File: config.mk
export PLATFORM = sky130hd
export DESIGN_NAME = fp_seq_normalizer
export DESIGN_NICKNAME = d
export VERILOG_FILES = /design/src/rtl/fp_seq_normalizer.sv
export SDC_FILE = /design/constraint.sdc
export NUM_CORES = 1
export LEC_CHECK = 0
export ABC_CLOCK_PERIOD_IN_PS = 2800
export CELL_PAD_IN_SITES_DETAIL_PLACEMENT = 0
export CELL_PAD_IN_SITES_GLOBAL_PLACEMENT = 1
export CORE_ASPECT_RATIO = 1.75
export CORE_MARGIN = 2
export CORE_UTILIZATION = 38
export DETAILED_ROUTE_END_ITERATION = 8
export GPL_TIMING_DRIVEN = 0
export PLACE_DENSITY_LB_ADDON = 0.1
export SETUP_SLACK_MARGIN = 0.2
export SLEW_MARGIN = 20
export SYNTH_ARGS = -nofsm -noshare
export SYNTH_HDL_FRONTEND = slang
export SYNTH_SLANG_ARGS = --single-unit
File: constraint.sdc
create_clock -name i_clk -period 2.8 [get_ports i_clk]
set_input_delay 0.28 -clock i_clk [delete_from_list [all_inputs] [get_ports i_clk]]
set_output_delay 0.28 -clock i_clk [all_outputs]
set_load 0.03 [all_outputs]
File: src/rtl/fp_seq_normalizer.sv
// Sequential floating-point mantissa normalizer.
// Shifts an unnormalized mantissa left one bit per cycle until the hidden bit
// is set, the exponent reaches 1 (subnormal clamp) or the mantissa is zero.
module fp_seq_normalizer #(
  parameter int unsigned MANT_W = 24,
  parameter int unsigned EXP_W  = 8
) (
  input  logic                       i_clk,
  input  logic                       i_rst,
  input  logic                       i_start,
  input  logic [MANT_W-1:0]          i_mant,
  input  logic [EXP_W-1:0]           i_exp,
  output logic                       o_busy,
  output logic                       o_done,
  output logic [MANT_W-1:0]          o_mant,
  output logic [EXP_W-1:0]           o_exp,
  output logic [$clog2(MANT_W)-1:0]  o_shift_cnt,
  output logic                       o_zero,
  output logic                       o_denorm
);

  localparam int unsigned CNT_W = $clog2(MANT_W);

  typedef enum logic [1:0] {
    IDLE  = 2'd0,
    SHIFT = 2'd1,
    DONE  = 2'd2
  } state_e;

  state_e              state_q;
  logic [MANT_W-1:0]   mant_q;
  logic [EXP_W-1:0]    exp_q;
  logic [CNT_W-1:0]    cnt_q;

  logic [MANT_W-1:0]   mant_d;
  logic [EXP_W-1:0]    exp_d;
  logic [CNT_W-1:0]    cnt_d;

  // Next values of the working registers for one normalization step.
  always_comb begin
    mant_d = {mant_q[MANT_W-2:0], 1'b0};
    exp_d  = exp_q - EXP_W'(1);
    cnt_d  = cnt_q + CNT_W'(1);
  end

  // Control FSM with working registers and registered result outputs.
  always_ff @(posedge i_clk) begin
    if (i_rst) begin
      state_q     <= IDLE;
      mant_q      <= '0;
      exp_q       <= '0;
      cnt_q       <= '0;
      o_busy      <= 1'b0;
      o_done      <= 1'b0;
      o_mant      <= '0;
      o_exp       <= '0;
      o_shift_cnt <= '0;
      o_zero      <= 1'b0;
      o_denorm    <= 1'b0;
    end else begin
      case (state_q)
        IDLE: begin
          o_done <= 1'b0;
          if (i_start) begin
            mant_q  <= i_mant;
            exp_q   <= i_exp;
            cnt_q   <= '0;
            o_busy  <= 1'b1;
            state_q <= SHIFT;
          end
        end
        SHIFT: begin
          if (mant_q == '0) begin
            // Zero mantissa: canonical zero result.
            o_mant      <= '0;
            o_exp       <= '0;
            o_shift_cnt <= '0;
            o_zero      <= 1'b1;
            o_denorm    <= 1'b0;
            o_busy      <= 1'b0;
            o_done      <= 1'b1;
            state_q     <= DONE;
          end else if (mant_q[MANT_W-1]) begin
            // Hidden bit set: normal result, exponent passed through as-is.
            o_mant      <= mant_q;
            o_exp       <= exp_q;
            o_shift_cnt <= cnt_q;
            o_zero      <= 1'b0;
            o_denorm    <= 1'b0;
            o_busy      <= 1'b0;
            o_done      <= 1'b1;
            state_q     <= DONE;
          end else if (exp_q <= EXP_W'(1)) begin
            // Exponent exhausted before normalization: subnormal result.
            o_mant      <= mant_q;
            o_exp       <= '0;
            o_shift_cnt <= cnt_q;
            o_zero      <= 1'b0;
            o_denorm    <= 1'b1;
            o_busy      <= 1'b0;
            o_done      <= 1'b1;
            state_q     <= DONE;
          end else begin
            mant_q <= mant_d;
            exp_q  <= exp_d;
            cnt_q  <= cnt_d;
          end
        end
        DONE: begin
          o_done  <= 1'b0;
          state_q <= IDLE;
        end
        default: begin
          o_busy  <= 1'b0;
          o_done  <= 1'b0;
          state_q <= IDLE;
        end
      endcase
    end
  end

endmodule

# After elaboration in Yosys (flattened, before gate mapping)
# Cells that the tools add are included.
# word_totals
regBits	80
input_bits	35
output_inout_bits	41
# classes
add_sub_neg	2
magnitude_cmp	1
eq_ne	7
n_mux	40
n_bitwise	2
n_reduce_logical	10
# op_table
op	n
24-bit 2-to-1 mux	7
8-bit 2-to-1 mux	7
24-bit case mux with 2 select lines	1
5-bit 2-to-1 mux	7
24-bit zero test	1
8-bit case mux with 2 select lines	1
1-bit 2-to-1 mux	10
5-bit case mux with 2 select lines	1
8-bit by 1-bit less-or-equal comparator with 1-bit output (second input constant)	1
2-bit 2-to-1 mux	4
2-bit != test (second input constant)	4
8-bit by 1-bit subtractor with 8-bit output (second input constant)	1
3-bit AND reduction	2
5-bit by 1-bit adder with 5-bit output (second input constant)	1
5-bit AND reduction	1
4-bit != test (second input constant)	1
2-bit case mux with 2 select lines	1
2-bit AND reduction	2
1-bit case mux with 3 select lines	1
3-bit nonzero test	1
2-bit by 1-bit == test with 1-bit output (second input constant)	1
2-bit == test (second input constant)	1
2-bit zero test	1
1-bit inverter	2
other kinds (2)	2

# Longest topological paths before layout
# Gate-level depths: netlist (run 1).
# logic_depth
depth_word	5
ltp_mapped	9
ltp_nobuf	7

# Worst setup path after synthesis (run 1)
# No wires, ideal clock.
# synth_path
path_kind	register -> register
startpoint	register exp_q[0]
endpoint	register mant_q[10]
setup_ps	79
arrival_ps	2140
path_slack_ps	581
stages_incl_launch_ff	9
path_buffers	1
period_less_slack_ps	2219
path_cell_list	dfxtp_1 -> inv_1 -> ha_1 -> or2_2 -> a31o_2 -> a21oi_1 -> clkbuf_1 -> a21oi_1 -> a211oi_2
# synth_via
elab_chain_cells	3
# synth_rtl
element	line	source
start: declaration	32	logic [EXP_W-1:0] exp_q;
start signal: assignment	66	exp_q <= i_exp;
start signal: assignment	105	exp_q <= exp_d;
8-bit by 1-bit less-or-equal comparator with 1-bit output	93	end else if (exp_q <= EXP_W'(1)) begin
2-bit != test (no line)	--	
5-bit AND reduction (no line)	--	
end signal: assignment	65	mant_q <= i_mant;
end signal: assignment	104	mant_q <= mant_d;
end: declaration	31	logic [MANT_W-1:0] mant_q;
# Every way passes these cells.
# A chain may end at the register's enable or synchronous reset.

# Final worst setup path (run 1)
# layout_path
startpoint	register exp_q[0]
endpoint	register o_mant[21]
# layout_via
elab_chain_cells	3
# layout_rtl
element	line	source
8-bit by 1-bit less-or-equal comparator with 1-bit output	93	
3-bit nonzero test (no line)	--	
2-bit AND reduction (no line)	--	
end signal: assignment	85	o_mant <= mant_q;
end signal: assignment	95	o_mant <= mant_q;
end: declaration	15	output logic [MANT_W-1:0] o_mant,
# Every way passes these cells.

==> results.json, run 1 <==
{
  "outcome": "complete, no violations",
  "ys_types": 47,
  "drt-total-wl_mm": 11.8,
  "synth.ff_latch_count": 80,
  "syn_nets": 426,
  "drv_slew": 0,
  "worstMarginPinSlew_ns": 0.788,
  "vias": 3487,
  "yosys_warnings": 0,
  "synth_edf_count": 0,
  "grt_antenna_before_repair": 0,
  "min_path_type": "input port to flip-flop",
  "wire_per_inst_um": 19.5,
  "n_antenna_cell": 0,
  "cts.clk_slew.worst_paths_ns": 0.06,
  "skew_ns": 0.00594,
  "rsz0062_at_grt": "no",
  "synth.most_common_cell": "dfxtp_1",
  "yosys.area.top_type": "dfxtp_1",
  "areaGrowthSynthToFinish_pct": 36.7,
  "grt_first_pass_wirelength_mm": 18.6,
  "postLayoutCoreUtil_pct": 53.5,
  "cts_tree": "done",
  "place_congestion": 0.867,
  "grt_overflow": 0,
  "htreeDepth": 3,
  "setup_ws_ns": 0.406,
  "post-route-period-util_pct": 85.5,
  "hpwl_mm": 8.58,
  "nFillCells": 886,
  "max_freq_mhz": 418,
  "path_max_fanout": 10,
  "required_ns": 3.08,
  "rows": 46,
  "root_buffer": "clkbuf_16",
  "grt_max_degree": 14,
  "synthFlopType": "dfxtp_1",
  "drv_cap": 0,
  "ant_nets": 0,
  "fin_crit_ns": 2.39,
  "ir_drop_uv": 442,
  "drcViolationCount": 0,
  "power.share.switching_pct": 35.7,
  "hold_viol_final": 0,
  "p_int_mw": 2.63,
  "netlist_top_cells_area": "dfxtp_1, a22oi_1, a211oi_2",
  "syn_area_um2": 3540,
  "pwr-share-comb_pct": 32.9,
  "place_area_um2": 4430,
  "final_area_um2": 4840,
  "synth_cells": 388,
  "grt_usage_pct": 23.7,
  "synth_top_area_share_pct": 45.3,
  "total_power_mw": 4.09,
  "core_um2": 9040,
  "die_w_um": 76.9,
  "cp-end-kind": "flip-flop",
  "place_ws_ns": -0.0226,
  "setup_viol_count_final": 0,
  "synth.avg_cell_area_um2": 9.12,
  "powerDensity_nw_per_um2": 845,
  "clk_latency_ns": 0.34,
  "worstPathArrival_ns": 2.67,
  "async_flop_share_pct": 0,
  "clk_path_buf_depth": 2,
  "power_frac_seq_pct": 36.3,
  "io_pins": 76,
  "via_per_inst": 5.77,
  "fin_nets": 517,
  "io_buffers": 74,
  "synth-seq-area-share_pct": 45.3,
  "relSlewSlack_pct": 47.4,
  "numPlacedInstances": 582,
  "p_sw_mw": 1.46,
  "pwr-share-clk_pct": 30.8,
  "die_area_um2": 10100,
  "finalNonFillerCells": 604,
  "clkSinkCount": 80,
  "chipHeight_um": 132,
  "numCtsBuffers": 9,
  "worstSetupPathType": "flip-flop to flip-flop",
  "start_util_pct": 39.2,
  "drive_above_1_share_pct": 15.5,
  "p_leak_nw": 1.70,
  "cp-start-kind": "flip-flop",
  "yosys-top-cells-count": "dfxtp_1, a22oi_1, nor2_1",
  "ctsHoldBuffers": 0,
  "firstDrtPassIters": 4,
  "drtIter0Drc": 240,
  "first_global_vias": 3578
}
-- power by group through the flow --
stage          Clock [mW]  Combinational (mW)  Sequential [mW]
2_1_floorplan           0               0.803             1.51
3_3_place_gp            0                1.23             1.50
3_5_place_dp            0                1.24             1.50
4_1_cts              1.27                1.27             1.48
5_1_grt              1.32                1.46             1.51
6_report             1.26                1.35             1.48
-- state kept, by name, indices dropped and copies added, names as in the netlist --
name / cells
o_done: 1
exp_q: 8
o_denorm: 1
mant_q: 24
cnt_q: 5
o_shift_cnt: 5
o_zero: 1
o_mant: 24
o_busy: 1
state_q: 2
o_exp: 8
-- cell usage in the layout (no fill, tap or decap), types with 4 or more instances in the layout --
cell and instances:
o311ai_0 4, o31ai_1 7, a21oi_1 38, nor4_1 4, clkbuf_16 9, inv_1 4
a22oi_1 56, nand2_1 13, clkbuf_1 17, nor3_1 4, nor2_1 48, a211oi_2 21
clkdlybuf4s50_1 74, buf_2 8, o21ai_0 10, buf_4 10, a31oi_1 4, nand3_1 11
dfxtp_1 79
-- worst max-delay path, stage by stage (launching register included) --
cell,delay (ns)
dfxtp_2,0.36
inv_1,0.10
ha_1,0.27
or2_2,0.20
a31oi_4,0.11
buf_4,0.18
a211oi_2,0.62
buf_4,0.30
a22oi_1,0.08
nor2_1,0.10
-- metrics by stage --
stage	hold WS (ns)	setup TNS, ns
2_1_floorplan	0.432	0
6_report	0.438	0
3_5_place_dp	0.450	-0.0335
5_1_grt	0.473	0
4_1_cts	0.426	0
3_3_place_gp	0.445	-0.0898
-- layer usage --
metal	vias up	share of wire [%]	GRT usage, %
li1	1660	-	-
met1	1689	39	26.2
met2	108	52	41.9
met3	30	4.5	4.26
met4	0	4.4	13.2
met5	-	0	0
-- kinds of logic (layout without fill, tap and decap cells) --
family	after synthesis	after routing	share of synthesized area, %
flops	80	80	45.3
mux	1	1	0.318
buf+inv	38	134	4.99
compound gates	158	158	33.3
simple gates	108	108	15.0
fa+ha+maj	3	3	1.06
-- final cells by class --
type / count / area [um2] / area share (%)
flip-flops and latches: 80 / 1600 / 33.1
well taps: 120 / 150 / 3.10
multi-input cells: 270 / 1790 / 37.1
inverters: 4 / 15.0 / 0.310
plain buffers: 34 / 178 / 3.67
repair buffers: 80 / 786 / 16.2
clock inverters: 6 / 83.8 / 1.73
clock buffers: 10 / 229 / 4.73
-- worst paths after layout --
path / from / end / slack (ns) / cells after the start
max reg2reg: exp_q[0] / o_mant[21] / 0.41 / 9
min reg2reg: o_mant[15] / o_mant[15] / 0.46 / 2
min: i_rst / o_denorm / 0.44 / 3
max: exp_q[0] / o_mant[21] / 0.41 / 9
-- timing repair --
action                     4_1_cts  5_1_grt
resized for setup                7       13
buffers inserted                 0        6
setup endpoints to repair       40       62
pin swaps                        0        2
(Power assumes the default switching activity.)
==> run 2: changes to the inputs <==
- CORE_MARGIN: 2 -> default
==> run 2 against run 1 <==
  * Non-clock buffer count down 4
  * Via count down 2.3%
  * Critical path depth down 1
  * Clock power about the same
  * Worst hold slack better by 0.019 ns
  * Critical endpoint is now mant_q[14]
  * Largest power group unchanged
  * Highest routed layer unchanged
==> results.json, run 2 (same netlist as run 1, synthesis figures left out) <==
{
  "outcome": "complete, no violations",
  "drtIter0Drc": 248,
  "die_w_um": 74.9,
  "drv_cap": 0,
  "powerDensity_nw_per_um2": 847,
  "io_pins": 76,
  "nFillCells": 913,
  "io_buffers": 74,
  "worstPathArrival_ns": 2.73,
  "ir_drop_uv": 436,
  "cts_tree": "done",
  "root_buffer": "clkbuf_16",
  "register_area_um2": 1600,
  "rsz0062_at_grt": "yes",
  "pwr-share-clk_pct": 31.4,
  "fin_hold_ws_ns": 0.457,
  "clkSinkCount": 80,
  "fin_tns_setup_ns": 0,
  "hold_viol_final": 0,
  "vias": 3407,
  "reg2reg_slack_ns": 0.33,
  "worstMarginPinSlew_ns": 0.723,
  "grt_usage_pct": 25.1,
  "numCtsBuffers": 9,
  "cp-end-kind": "flip-flop",
  "first_global_vias": 3370,
  "grt_antenna_before_repair": 0,
  "max_freq_mhz": 404,
  "final_cell_mix": "dfxtp_1, clkdlybuf4s50_1, a22oi_1, nor2_1, a21oi_1",
  "required_ns": 3.06,
  "drt-total-wl_mm": 11.6,
  "min_path_type": "flip-flop to flip-flop",
  "hold_start": "o_mant[15]",
  "grt_overflow": 0,
  "min_to": "o_mant[15]",
  "firstDrtPassIters": 4,
  "areaGrowthSynthToFinish_pct": 35.7,
  "drcViolationCount": 0,
  "via_per_inst": 5.68,
  "power_frac_seq_pct": 36.4,
  "clk_latency_ns": 0.33,
  "r2r_end": "mant_q[14]",
  "multiInputGateArea_um2": 1780,
  "relSlewSlack_pct": 51.4,
  "setup_viol_count_final": 0,
  "place_area_um2": 4430,
  "reg2reg_depth": 8,
  "p_leak_nw": 1.67,
  "grt_first_pass_wirelength_mm": 17.9,
  "cts.clk_slew.worst_paths_ns": 0.06,
  "drv_slew": 0,
  "max_stage_delay_ns": 0.44,
  "wire_per_inst_um": 19.3,
  "crit_path_top_delay_cell": "dfxtp_1",
  "mostFrequentLayoutCell": "dfxtp_1",
  "p_int_mw": 2.62,
  "hpwl_mm": 8.46,
  "reg_top3": "mant_q x24, o_mant x24",
  "place_congestion": 0.865,
  "fin_crit_ns": 2.47,
  "start_util_pct": 39.2,
  "drive_above_1_share_pct": 14.4,
  "power.share.switching_pct": 35.6,
  "rows": 46,
  "numPlacedInstances": 582,
  "p_sw_mw": 1.45,
  "finalNonFillerCells": 600,
  "ant_nets": 0,
  "worstSetupPathType": "flip-flop to flip-flop",
  "fin_nets": 513,
  "cp_cell_sequence": "inv_1 -> ha_1 -> or2_2 -> a31o_2 -> a21oi_2 -> buf_2 -> a21oi_1 -> a211oi_2",
  "post-route-period-util_pct": 88.4,
  "core_um2": 9040,
  "die_area_um2": 9720,
  "skew_ns": 0.00585,
  "n_antenna_cell": 0,
  "whs_path_depth": 2,
  "pwr-share-comb_pct": 32.2,
  "grt_max_degree": 14,
  "reg2reg_from": "exp_q[1]",
  "cp-start-kind": "flip-flop",
  "final_area_um2": 4800,
  "htreeDepth": 3,
  "path_max_fanout": 10,
  "clk_path_buf_depth": 2,
  "chipHeight_um": 130,
  "ctsHoldBuffers": 0
}
[run 2: cell count changes in the layout (fill, tap and decap cells not counted), sizes merged]
cell      previous run  this run
clkbuf              30        31
clkinvlp             0         2
buf                 20        16
clkinv               4         1
[run 2: routing by layer]
metal	track usage [%]	vias to the layer above	share of wire (%)
li1	-	1645	-
met1	27.9	1655	40
met2	45.0	87	54
met3	3.97	20	3.6
met4	12.2	0	3.1
met5	0	-	0
[run 2: worst max path at each step]
stage,from,endpoint,slack [ns]
after floorplan,exp_q[0],mant_q[10],0.58
final,exp_q[1],mant_q[14],0.33
after CTS,exp_q[0],o_mant[18],0.20
after detailed placement,exp_q[0],mant_q[20],-0.06
after global placement,exp_q[0],mant_q[17],-0.03
after global routing,exp_q[1],mant_q[20],0.20
[run 2: worst max-delay path, delay by kind of cell (launching register included)]
family	cells	cell delay, ns
and+or+nand+nor	1	0.35
adders and majority gates	1	0.27
AOI/OAI and AO/OA	4	0.91
buffers and inverters	2	0.43
DFF	1	0.44
[run 2: cell type report]
type	count	area share, %
clock inverter	5	1.67
clock buffer	11	5.05
tap	120	3.13
inverter	4	0.313
sequential	80	33.4
timing repair buffer	76	15.7
multi-input combinational	270	37.1
buffer	34	3.60
[run 2: per-stage QoR]
stage	total power, mW	utilization (%)	worst slack, ns
floorplan	2.32	-	0.581
global placement	2.73	49.0	-0.0300
detailed placement	2.75	49.0	-0.0585
CTS	4.04	52.8	0.197
global route	4.26	53.1	0.199
finish	4.07	53.1	0.325
[run 2: timing repair]
action | 4_1_cts | 5_1_grt
buffers inserted | 0 | 2
pin swaps | 0 | 1
gates resized for setup | 7 | 8
endpoints found under the setup margin | 39 | 59
gates cloned | 0 | 0
[run 2: power groups by stage]
stage	clock (mW)	combinational, mW	sequential [mW]
floorplan	0	0.803	1.51
global placement	0	1.23	1.50
detailed placement	0	1.24	1.50
CTS	1.29	1.27	1.48
global route	1.34	1.42	1.50
finish	1.28	1.31	1.48
